File: config.mk
export PLATFORM = sky130hd
export DESIGN_NAME = ps2_key_decoder_flat
export DESIGN_NICKNAME = d
export VERILOG_FILES = /design/src/rtl/ps2_key_if.sv /design/src/rtl/ps2_key_decoder.sv /design/src/flat_wrapper.sv
export SDC_FILE = /design/constraint.sdc
export NUM_CORES = 1
export LEC_CHECK = 0
export CORE_ASPECT_RATIO = 1.75
export CORE_MARGIN = 4
export CORE_UTILIZATION = 50
export DETAILED_ROUTE_END_ITERATION = 12
export HOLD_SLACK_MARGIN = 0.08
export PLACE_DENSITY = 0.75
export SLEW_MARGIN = 5
export SYNTH_ARGS = -nofsm -noshare
export SYNTH_HDL_FRONTEND = slang
export SYNTH_SLANG_ARGS = --single-unit
File: constraint.sdc
create_clock -name clk -period 4.2 [get_ports clk]
set_input_delay 0.63 -clock clk [delete_from_list [all_inputs] [get_ports clk]]
set_output_delay 0.63 -clock clk [all_outputs]
set_load 0.01 [all_outputs]
File: src/rtl/ps2_key_if.sv
// PS/2 keyboard pins and decoded key outputs, shared by the decoder and its host.
interface ps2_key_if;
  logic       ps2_clk;
  logic       ps2_data;
  logic [7:0] key_code;
  logic       key_ext;
  logic       key_valid;
  logic       frame_err;

  modport master (
    output ps2_clk,
    output ps2_data,
    input  key_code,
    input  key_ext,
    input  key_valid,
    input  frame_err
  );

  modport slave (
    input  ps2_clk,
    input  ps2_data,
    output key_code,
    output key_ext,
    output key_valid,
    output frame_err
  );
endinterface

File: src/rtl/ps2_key_decoder.sv
// PS/2 keyboard receiver: turns F0/E0 scan-code sequences into a held make code.
// Define PS2_FRAME_CHECK_EN to reject frames with bad odd parity or a low stop bit.
module ps2_key_decoder #(
  parameter int TIMEOUT_CYCLES = 100000
) (
  input  logic     clk,
  input  logic     rst,
  ps2_key_if.slave bus
);

  localparam int TW = (TIMEOUT_CYCLES > 1) ? $clog2(TIMEOUT_CYCLES) : 1;
  localparam logic [TW-1:0] TO_LAST = TW'(TIMEOUT_CYCLES - 1);
  localparam logic [TW-1:0] TO_ONE  = TW'(1);

  localparam logic [1:0] ST_IDLE   = 2'd0;
  localparam logic [1:0] ST_DATA   = 2'd1;
  localparam logic [1:0] ST_PARITY = 2'd2;
  localparam logic [1:0] ST_STOP   = 2'd3;

  localparam logic [7:0] CODE_BRK = 8'hF0;
  localparam logic [7:0] CODE_EXT = 8'hE0;

`ifdef PS2_FRAME_CHECK_EN
  function automatic logic odd_parity_ok(input logic [7:0] data, input logic par);
    return ^{data, par};
  endfunction
`endif

  logic [1:0]    clk_sync_r;
  logic [1:0]    data_sync_r;
  logic          clk_prev_r;
  logic          fall_s;
  logic          data_s;

  logic [1:0]    state_r;
  logic [2:0]    bitcnt_r;
  logic [7:0]    shift_r;
  logic [TW-1:0] to_cnt_r;
  logic          frame_done_r;
`ifdef PS2_FRAME_CHECK_EN
  logic          par_r;
  logic          stop_r;
`endif
  logic          frame_bad_s;
  logic          match_s;

  logic [7:0]    key_code_r;
  logic          key_ext_r;
  logic          key_valid_r;
  logic          frame_err_r;
  logic          brk_r;
  logic          ext_r;

  // Two-flop synchronizers, preloaded to the idle-high bus level
  always_ff @(posedge clk) begin
    if (rst) begin
      clk_sync_r  <= 2'b11;
      data_sync_r <= 2'b11;
      clk_prev_r  <= 1'b1;
    end else begin
      clk_sync_r  <= {clk_sync_r[0], bus.ps2_clk};
      data_sync_r <= {data_sync_r[0], bus.ps2_data};
      clk_prev_r  <= clk_sync_r[1];
    end
  end

  assign fall_s = clk_prev_r & ~clk_sync_r[1];
  assign data_s = data_sync_r[1];

  // Frame receiver with mid-frame inactivity timeout
  always_ff @(posedge clk) begin
    if (rst) begin
      state_r      <= ST_IDLE;
      bitcnt_r     <= 3'd0;
      shift_r      <= 8'h00;
      to_cnt_r     <= '0;
      frame_done_r <= 1'b0;
`ifdef PS2_FRAME_CHECK_EN
      par_r        <= 1'b0;
      stop_r       <= 1'b0;
`endif
    end else begin
      frame_done_r <= 1'b0;
      if ((state_r != ST_IDLE) && !fall_s && (to_cnt_r == TO_LAST)) begin
        // abandoned frame: drop it silently
        state_r  <= ST_IDLE;
        to_cnt_r <= '0;
      end else begin
        if ((state_r == ST_IDLE) || fall_s) begin
          to_cnt_r <= '0;
        end else begin
          to_cnt_r <= to_cnt_r + TO_ONE;
        end
        if (fall_s) begin
          case (state_r)
            ST_IDLE: begin
              if (!data_s) begin
                state_r  <= ST_DATA;
                bitcnt_r <= 3'd0;
              end
            end
            ST_DATA: begin
              shift_r  <= {data_s, shift_r[7:1]};
              bitcnt_r <= bitcnt_r + 3'd1;
              if (bitcnt_r == 3'd7) begin
                state_r <= ST_PARITY;
              end
            end
            ST_PARITY: begin
`ifdef PS2_FRAME_CHECK_EN
              par_r   <= data_s;
`endif
              state_r <= ST_STOP;
            end
            ST_STOP: begin
`ifdef PS2_FRAME_CHECK_EN
              stop_r  <= data_s;
`endif
              frame_done_r <= 1'b1;
              state_r      <= ST_IDLE;
            end
            default: begin
              state_r <= ST_IDLE;
            end
          endcase
        end
      end
    end
  end

`ifdef PS2_FRAME_CHECK_EN
  assign frame_bad_s = !odd_parity_ok(shift_r, par_r) || !stop_r;
`else
  assign frame_bad_s = 1'b0;
`endif

  assign match_s = (shift_r == key_code_r) && (ext_r == key_ext_r);

  // Scan-code decoder: prefix flags, held key and output pulses
  always_ff @(posedge clk) begin
    if (rst) begin
      key_code_r  <= 8'h00;
      key_ext_r   <= 1'b0;
      key_valid_r <= 1'b0;
      frame_err_r <= 1'b0;
      brk_r       <= 1'b0;
      ext_r       <= 1'b0;
    end else begin
      key_valid_r <= 1'b0;
      frame_err_r <= 1'b0;
      if (frame_done_r) begin
        if (frame_bad_s) begin
          frame_err_r <= 1'b1;
        end else if (shift_r == CODE_BRK) begin
          brk_r <= 1'b1;
        end else if (shift_r == CODE_EXT) begin
          ext_r <= 1'b1;
        end else if (brk_r) begin
          // a break for anything but the held key is stale and ignored
          if (match_s) begin
            key_code_r <= 8'h00;
            key_ext_r  <= 1'b0;
          end
          brk_r <= 1'b0;
          ext_r <= 1'b0;
        end else begin
          key_code_r  <= shift_r;
          key_ext_r   <= ext_r;
          key_valid_r <= 1'b1;
          ext_r       <= 1'b0;
        end
      end
    end
  end

  assign bus.key_code  = key_code_r;
  assign bus.key_ext   = key_ext_r;
  assign bus.key_valid = key_valid_r;
  assign bus.frame_err = frame_err_r;

endmodule
File: src/flat_wrapper.sv
// flat-port wrapper written by rule: the top's interface ports become plain ports
module ps2_key_decoder_flat 
#(
  parameter int TIMEOUT_CYCLES = 100000
)
  (clk, rst, bus_ps2_clk, bus_ps2_data, bus_key_code, bus_key_ext, bus_key_valid, bus_frame_err);
  ps2_key_if bus_i ();
  input  logic clk;
  input  logic rst;
  input wire logic [$bits(bus_i.ps2_clk)-1:0] bus_ps2_clk;
  input wire logic [$bits(bus_i.ps2_data)-1:0] bus_ps2_data;
  output wire logic [$bits(bus_i.key_code)-1:0] bus_key_code;
  output wire logic [$bits(bus_i.key_ext)-1:0] bus_key_ext;
  output wire logic [$bits(bus_i.key_valid)-1:0] bus_key_valid;
  output wire logic [$bits(bus_i.frame_err)-1:0] bus_frame_err;
  assign bus_i.ps2_clk = bus_ps2_clk;
  assign bus_i.ps2_data = bus_ps2_data;
  assign bus_key_code = bus_i.key_code;
  assign bus_key_ext = bus_i.key_ext;
  assign bus_key_valid = bus_i.key_valid;
  assign bus_frame_err = bus_i.frame_err;
  ps2_key_decoder #(.TIMEOUT_CYCLES(TIMEOUT_CYCLES)) u_core (.clk(clk), .rst(rst), .bus(bus_i));
endmodule
==> impl_metrics.toml <==
[run_status]
status = "complete, no violations"

[global_routing]
grt_pass1_vias = 1492
grt_max_degree = 18
antenna_found_initial = 0
overflow = 0
grt_usage = 0.150
grt_pass1_wl_um = 6390

[sta]
finalMaxSlewViolations = 0
rsz0062_at_grt = "false"
whs_ns = 0.411
maxSlewHeadroom = 0.574
period_share = 0.537
finalSetupTns_ns = 0
max_freq_ghz = 0.444
fin_skew_ns = 0.0155
min_period_ns = 2.25
setup_violations = 0
hold_violations = 0
finalWorstSetupSlack_ns = 1.95
worst_slew_pin_slew_ns = 0.637

[layout]
n_antenna_cell = 0
drive_above_1_share = 0.105
nFillCells = 379
areaGrowthSynthToFinish_pct = 12.4
nets = 239
stdcell_count = 278

[power]
p_leak_uw = 0.000926
ir_drop_v = 0.000315
power_density_mw_per_mm2 = 354

[floorplan]
start_util = 0.521
pin_count = 15
die_area_mm2 = 0.00553
die_h_um = 95.4
die_w_um = 57.9
fp-row-count = 31
core_area_mm2 = 0.00419

[synth]
synth_xor_xnor_area_share = 0.0803
synth_seq_area_share = 0.440
synthAdderAreaFrac = 0.0401
ys_types = 47
synth_compound_area_frac = 0.0917
synth_top_cell_by_area = "dfxtp_1"
synth_cells = 215
yosys-top-cells-count = "48 x dfxtp_1, 18 x nor2_1, 16 x xor2_1"
synth.mux.area_fraction = 0.0413
synth_top_family_by_area = "simple AND/OR/NAND/NOR gates"
synth_seq_cells = 48
synth_area_leaders = "dfxtp_1 44%, xor2_1 6.4%, mux2i_1 4.1%, nor2_4 4.1%, ha_1 4.0%"
synth-main-ff-cell = "dfxtp_1"
syn_area_per_cell_um2 = 10.1
synth_area_mm2 = 0.00218
yosysWarningCount = 0
synth_simple_gate_area_frac = 0.266
yosys.area.top_type_share = 0.440
yosysMostFrequentCell = "dfxtp_1"
synth_nets = 226
synth_edf_count = 0
synthArstFlopShare = 0

[worst_setup_path]
path_max_fanout = 17
path_depth = 4
crit_family = "buffers and inverters"
cp.required_ns = 4.43
start_kind = "primary input"
reg2regPathDepth = 5
slowest_stage = "or4_4"
crit_type = "in2reg"
crit_chain = "clkdlybuf4s50_1 > buf_4 > or4_4 > a21oi_1"
end_kind = "flop"
critPathArrivalTime_ns = 2.49
path_buf_inv = 2
cpPeakStageDelay_ns = 0.71

[clocking]
path_clk_slew_ns = 0.09
postCtsResizedCells = 0
cts_max_level = 2
cts_setup_buffers = 0
cts_buffers = 5
cts_root_buf = "clkbuf_8"
cts_tree = "yes"
clockBufferDepth = 2
cts_sinks = 48
clock_latency_ns = 0.30
cts.hold.buffers_added = 0

[route]
postRouteAntennaNets = 0
vias = 1503
first_pass_iters = 4
routed_wl_um = 3750
via_per_inst = 5.41
drt_iter0_markers = 43
wl_per_cell_um = 13.5
drcViolationCount = 0

[run]
max-cap-violations = 0

[placed_design]
gp_congestion = 0.793
portBuffers = 13
dp_slack_ns = 1.60
dp_hpwl_um = 2720
placed_cells = 270

[hold_path]
holdPathStages = 1
hp-class = "reg2reg"
[per-layer routing]
layer,global-route usage,wire length [um],vias up
met1,0.156,1490,687
met3,0.0298,118,11
met4,0.0986,141,0
met2,0.265,2000,26
met5,0,0,-
li1,-,-,779
[cell type report]
| cell class | instances | area [um^2] | area share |
|---|---|---|---|
| Multi-Input combinational cell | 154 | 1140 | 0.464 |
| Timing Repair Buffer | 14 | 138 | 0.0561 |
| Inverter | 5 | 18.8 | 0.00765 |
| Clock inverter | 3 | 68.8 | 0.0280 |
| Sequential cell | 48 | 961 | 0.392 |
| Clock buffer | 5 | 68.8 | 0.0280 |
| Tap cell | 49 | 61.3 | 0.0250 |
[final timing paths]
check / from / end / slack (ns)
max: rst / u_core.to_cnt_r[16] / 1.95
min: u_core.data_sync_r[0] / u_core.data_sync_r[1] / 0.41
max reg2reg: u_core.to_cnt_r[0] / u_core.to_cnt_r[16] / 2.26
min reg2reg: u_core.data_sync_r[0] / u_core.data_sync_r[1] / 0.41
[state kept, by name, summed over array words and instances (netlist names)]
register and count:
u_core.brk_r 1, u_core.data_sync_r 2, u_core.bus.key_ext 1, u_core.clk_sync_r 2, u_core.state_r 2, u_core.clk_prev_r 1
u_core.bus.key_valid 1, u_core.frame_done_r 1, u_core.bitcnt_r 3, u_core.bus.key_code 8, u_core.shift_r 8, u_core.to_cnt_r 17
u_core.ext_r 1
[worst register-to-register path, cell delays in order (launching register included)]
cell	delay (ns)
dfxtp_1	0.35
ha_1	0.24
and4_1	0.28
and4_4	0.22
or4_4	0.61
a21oi_1	0.18
[cells by family after synthesis]
| logic type | after synthesis |
|---|---|
| flops | 48 |
| buf+inv | 13 |
| compound gates | 28 |
| mux | 9 |
| xor+xnor | 20 |
| other cells | 1 |
| simple gates | 89 |
| fa+ha+maj | 7 |
[through the flow]
step / total power [uW] / cell area [um^2] / utilization
2_1_floorplan: 479 / 2180 / -
6_report: 868 / 2450 / 0.586
5_1_grt: 893 / 2450 / 0.586
3_5_place_dp: 484 / 2320 / 0.553
4_1_cts: 878 / 2450 / 0.586
3_3_place_gp: 483 / 2320 / 0.553
[where the power goes]
part,internal (uW),switching [uW]
registers,457,0.928
logic,6.80,8.01
clock network,240,156
total,703,165
[placed cells by master, fill, tap and decap left out, types with 2 or more instances in the layout]
cell             instances
o2bb2ai_1                9
mux2i_1                  9
ha_1                     7
clkbuf_8                 5
a21oi_1                  8
nor2_4                   8
nand3b_1                10
nor4b_1                  2
a32oi_1                  2
nand2_1                 10
o21ai_0                  2
nor2_2                   2
or2_1                    5
nor2b_1                  2
nor4_1                   2
and4_1                   3
xor2_1                  16
nor4bb_1                 2
or3_1                    2
nor2_1                  18
inv_1                    5
xnor2_1                  4
nand3_1                  5
o31ai_1                  2
bufinv_16                2
and2_1                   2
or4_1                    2
dfxtp_1                 48
nor3_1                   3
clkdlybuf4s50_1         13
nand4_1                  2
(Power assumes the default switching activity.)
